`config.mk`:
```
export PLATFORM = sky130hd
export DESIGN_NAME = rr_req_client
export DESIGN_NICKNAME = d
export VERILOG_FILES = /design/src/rtl/rr_req_client.sv
export SDC_FILE = /design/constraint.sdc
export NUM_CORES = 1
export LEC_CHECK = 0
export ABC_AREA = 1
export CORE_UTILIZATION = 46
export CTS_CLUSTER_SIZE = 12
export DETAILED_ROUTE_END_ITERATION = 12
export GPL_TIMING_DRIVEN = 0
export PLACE_DENSITY = 0.75
export SLEW_MARGIN = 20
export SYNTH_ARGS = -nofsm -noshare
export SYNTH_HDL_FRONTEND = slang
export SYNTH_SLANG_ARGS = --single-unit
```
`constraint.sdc`:
```
create_clock -name clk -period 2.1 [get_ports clk]
set_input_delay 0.42 -clock clk [delete_from_list [all_inputs] [get_ports clk]]
set_output_delay 0.42 -clock clk [all_outputs]
set_load 0.03 [all_outputs]
```
`src/rtl/rr_req_client.sv`:
```
// rtl/rr_req_client.sv - requester-side pending-job counters feeding a 4-way round-robin arbiter
// Tracks per-client jobs, derives look-ahead requests and reports serviced jobs and grant protocol errors.
module rr_req_client #(
    parameter int CNT_W = 3,
    parameter int TOT_W = 16
) (
    input  logic               clk,
    input  logic               rst,
    input  logic [3:0]         job_push,
    output logic [3:0]         req,
    input  logic [3:0]         gnt,
    output logic               srv_valid,
    output logic [1:0]         srv_id,
    output logic [4*CNT_W-1:0] pend_cnt,
    output logic [3:0]         ovf,
    output logic               err_onehot,
    output logic               err_idle,
    output logic [TOT_W-1:0]   tot_srv,
    input  logic               clr_err
);

    localparam logic [CNT_W-1:0] CNT_MAX = '1;

    logic [3:0][CNT_W-1:0] cnt_q, cnt_d;
    logic                  srv_valid_q, srv_valid_d;
    logic [1:0]            srv_id_q, srv_id_d;
    logic [3:0]            ovf_q, ovf_d;
    logic                  err_onehot_q, err_onehot_d;
    logic                  err_idle_q, err_idle_d;
    logic [TOT_W-1:0]      tot_q, tot_d;

    logic                  gnt_multi;
    logic                  gnt_one;
    logic [3:0]            g;
    logic [3:0]            ovf_evt;
    logic                  idle_evt;
    logic [CNT_W-1:0]      after_gnt;

    always_comb begin
        gnt_multi   = (gnt & (gnt - 4'd1)) != 4'd0;
        gnt_one     = (gnt != 4'd0) && !gnt_multi;
        g           = '0;
        ovf_evt     = '0;
        idle_evt    = 1'b0;
        req         = '0;
        cnt_d       = cnt_q;
        srv_valid_d = 1'b0;
        srv_id_d    = srv_id_q;
        after_gnt   = '0;

        for (int i = 0; i < 4; i++) begin
            g[i] = gnt[i] && (cnt_q[i] != '0) && gnt_one;
            if (gnt[i] && (cnt_q[i] == '0)) begin
                idle_evt = 1'b1;
            end

            // Subtracting the in-flight grant keeps the last job from drawing a second grant
            after_gnt = cnt_q[i] - {{(CNT_W-1){1'b0}}, g[i]};
            req[i]    = after_gnt != '0;

            if (job_push[i] && !g[i]) begin
                if (cnt_q[i] == CNT_MAX) begin
                    ovf_evt[i] = 1'b1;
                end else begin
                    cnt_d[i] = cnt_q[i] + {{(CNT_W-1){1'b0}}, 1'b1};
                end
            end else if (!job_push[i] && g[i]) begin
                cnt_d[i] = after_gnt;
            end

            if (g[i]) begin
                srv_valid_d = 1'b1;
                srv_id_d    = 2'(i);
            end
        end

        tot_d        = tot_q + {{(TOT_W-1){1'b0}}, srv_valid_d};
        ovf_d        = (clr_err ? 4'd0 : ovf_q) | ovf_evt;
        err_onehot_d = (clr_err ? 1'b0 : err_onehot_q) | gnt_multi;
        err_idle_d   = (clr_err ? 1'b0 : err_idle_q) | idle_evt;
    end

    always_ff @(posedge clk or posedge rst) begin
        if (rst) begin
            cnt_q        <= '0;
            srv_valid_q  <= 1'b0;
            srv_id_q     <= 2'd0;
            ovf_q        <= 4'd0;
            err_onehot_q <= 1'b0;
            err_idle_q   <= 1'b0;
            tot_q        <= '0;
        end else begin
            cnt_q        <= cnt_d;
            srv_valid_q  <= srv_valid_d;
            srv_id_q     <= srv_id_d;
            ovf_q        <= ovf_d;
            err_onehot_q <= err_onehot_d;
            err_idle_q   <= err_idle_d;
            tot_q        <= tot_d;
        end
    end

    assign pend_cnt   = cnt_q;
    assign srv_valid  = srv_valid_q;
    assign srv_id     = srv_id_q;
    assign ovf        = ovf_q;
    assign err_onehot = err_onehot_q;
    assign err_idle   = err_idle_q;
    assign tot_srv    = tot_q;

endmodule
```
==> metrics.md <==
| Metric | Value |
|---|---|
| Clk slew on worst S/H paths | `0.08 ns` |
| Sequential share of power | `24.0%` |
| DRT Wirelength | `6840 um` |
| Starting DRT DRC Count | `131` |
| Final WS setup | `-0.379 ns` |
| CTS buffer count | `5` |
| CTS sink cnt | `37` |
| Synth Register Bits | `37` |
| Post-synth EDFFs | `0` |
| Status | `finished, violations left` |
| Reg area | `936 um^2` |
| GRT overflow | `0` |
| Switching share of power | `45.1%` |
| Worst slack, placed | `-1.24 ns` |
| Vias per std cell | `5.10` |
| Area Growth Syn to Fin | `62.7%` |
| Ys flop type | `dfrtp_1` |
| Setup crit start kind | `register` |
| CP top delay family | `adder cells` |
| Die Ht | `73.7 um` |
| Max-cap violations | `0` |
| CP required | `1.68 ns` |
| Final net count | `424` |
| Fillers | `293` |
| DR WL/cell | `14.9 um` |
| Critical path class | `reg -> out` |
| I/O pins | `52` |
| Initial antenna violation count | `0` |
| Critical path arrival | `2.06 ns` |
| Non-Filler Instances | `459` |
| Core box area | `4850 um^2` |
| Die area | `5440 um^2` |
| Critical path cell sequence | `inv_2 > ha_4 > inv_2 > nor2_4 > nor2_4 > nand3_4 > inv_4 > ha_4 > ha_4 > xor2_2 > nor2_1 > nand2_2 > buf_6` |
| HPWL Detailed | `3740 um` |
| Max Slew Vio Count | `0` |
| Clock Power Share | `13.2%` |
| IO Port Bufs | `51` |
| Minimum clock period | `2.48 ns` |
| Core Rows | `25` |
| Die width | `73.7 um` |
| H-tree lvl count | `2` |
| Total Routing Usage GR | `24.3%` |
| Post-synthesis instance area | `2370 um^2` |
| CP max stage cell | `dfrtp_2` |
| P_int | `0.00268 W` |
| Synth area leader | `dfrtp_1` |
| Synth Area per Inst | `8.19 um^2` |
| R2R cell count | `17` |
| CP endpoint kind | `primary output` |
| Setup Viol. Count Final | `16` |
| Remaining DRCs | `0` |
| Layout cells sized above 1 | `40.8%` |
| NetSw | `0.00220 W` |
| Slew HR | `76.4%` |
| RSZ-0062 raised after global routing | `true` |
| Router iterations before antenna repair | `4` |
| N_diodes | `0` |
| R2r setup slk | `-0.26 ns` |
| Synth top area cells | `dfrtp_1 39%, nand2_1 13%, ha_1 12%, inv_1 6.7%, nand3_1 5.7%` |
| Clk_skew | `0.00784 ns` |
| Least-Margin Pin Slew | `0.354 ns` |
| Fmax | `403 MHz` |
| Largest net degree at the start of global routing | `31` |
| Failing checks | `setup timing` |
| Clock Latency Late Sink | `0.30 ns` |
| Worst hold path type | `in -> async` |
| YS warnings | `0` |
| Buf/Inv on CP | `4` |
| Crit-path most repeated cell | `ha_4` |
| First-pass GRT wire length | `9980 um` |
| Pleak | `1.93 nW` |
| Root buf cell | `clkbuf_8` |
| CTS tree | `done` |
| Final worst-path cycle share | `118%` |
| Post-Syn Instances | `289` |
| GPL Wtd Cong | `0.805` |
| Post-synth top area share | `39.1%` |
| Vias in the first global route | `2238` |
| Slowest Stage Delay on Critical Path | `0.43 ns` |
| Worst R2R Start | `pend_cnt[4]` |
| Comb pwr share | `62.8%` |
| Post-Syn Nets | `322` |
| Placed insts | `408` |
| FFs w/ async S/R, synth | `100%` |
| Dominant cell by count in the synthesized netlist | `nand2_1` |
| Reg2Reg Capture Point | `tot_srv[12]` |
| Peak supply drop | `1.09 mV` |
| Routed via count | `2341` |
| Final hold violation count | `0` |
| Post-DRT Antenna Nets | `0` |
| Area of the multi-input gates | `1630 um^2` |
| Sequential share of the synthesized area | `39.1%` |
| Maximum root-to-sink buffer count | `2` |
| Yosys cell types | `23` |
| Critical path fanouts, max | `3` |
| Initial Util | `48.8%` |
| Most frequent cells after synthesis | `80 x nand2_1, 42 x inv_1, 37 x dfrtp_1` |
| Power Dens Cells | `1270 nW/um^2` |
-- registers in the layout, summed over array words and instances (netlist names) --
register / count
pend_cnt: 12
tot_srv: 16
ovf: 4
srv_valid: 1
err_idle: 1
err_onehot: 1
srv_id: 2
-- kinds of logic (layout without fill, tap and decap cells) --
kind of cell	count (synthesis)	count (layout)	share of synthesized area, %
and+or+nand+nor	161	161	33.9
buffers and inverters	46	149	7.51
DFF	37	37	39.1
adders and majority gates	22	22	11.6
xor gates and xnor gates	17	17	6.29
AOI/OAI and AO/OA	6	6	1.59
-- per-stage QoR --
step	total power (W)	setup TNS, ns	hold WS [ns]	cell area (um^2)	util (%)
final	0.00488	-3.59	0.327	3850	79.4
after detailed placement	0.00335	-15.94	0.455	3080	63.5
after global placement	0.00332	-15.89	0.461	3060	63.1
after global routing	0.00517	-5.19	0.345	3850	79.4
after CTS	0.00459	-3.50	0.328	3730	76.9
after floorplan	0.00259	-1.70	0.553	2460	-
-- metal layers --
layer	vias to the layer above	part of all wire [%]	GRT usage, %	wire length [um]
li1	1111	-	-	-
met3	15	4.5	4.66	310
met4	0	1.9	6.41	133
met1	1140	41	29.9	2830
met5	-	0	0	0
met2	75	52	43.1	3570
-- placed cells by master (no fill, tap or decap), types with 2 or more instances in the layout --
cell type	instances
dfrtp_2	8
nand2_4	3
clkbuf_8	5
buf_4	37
nor2_2	6
nor2_1	7
ha_1	8
clkdlybuf4s50_1	43
nor3_4	2
xnor2_1	2
xor2_1	11
nor2_4	11
nand3_2	5
inv_4	5
ha_4	14
buf_6	8
inv_1	28
buf_12	3
nand3_1	25
nor3_1	3
nand3_4	5
nand2_1	68
nand2_2	21
inv_2	13
dfrtp_1	29
nand4_1	2
o21ai_0	4
xor2_2	4
clkdlybuf4s15_2	3
-- worst max-delay path by stage --
| stage | cells after the start | slack (ns) | start | to |
|---|---|---|---|---|
| 3_5_place_dp | 12 | -1.24 | gnt[2] | req[1] |
| 5_1_grt | 13 | -0.45 | pend_cnt[6] | req[2] |
| 6_report | 13 | -0.38 | pend_cnt[6] | req[2] |
| 2_1_floorplan | 16 | -0.24 | pend_cnt[9] | tot_srv[12] |
| 4_1_cts | 13 | -0.37 | pend_cnt[4] | req[1] |
| 3_3_place_gp | 12 | -1.22 | gnt[2] | req[1] |
-- repair_timing --
item | in CTS | in global routing
endpoints found under the hold margin | 0 | 0
resized for setup | 99 | 11
setup buffers | 35 | 10
setup endpoints to repair | 19 | 19
pin swaps | 37 | 22
hold buffers | 0 | 0
-- cell type report --
cell class | count | share of cell area (%)
Multi-Input combinational cell | 206 | 42.4
Sequential cell | 37 | 24.3
Clock inverter | 3 | 1.20
Tap cell | 67 | 2.18
Clock buffer | 5 | 1.79
Inverter | 46 | 4.81
Timing Repair Buffer | 95 | 23.3
-- power by group through the flow --
stage                     clock [W]  combinational, W  sequential, W
final                      0.000643           0.00307        0.00117
after CTS                  0.000636           0.00279        0.00117
after floorplan                   0           0.00106        0.00154
after global placement            0           0.00213        0.00118
after global routing       0.000674           0.00329        0.00120
after detailed placement          0           0.00217        0.00118
No activity file was read; power rests on OpenSTA's default activity.
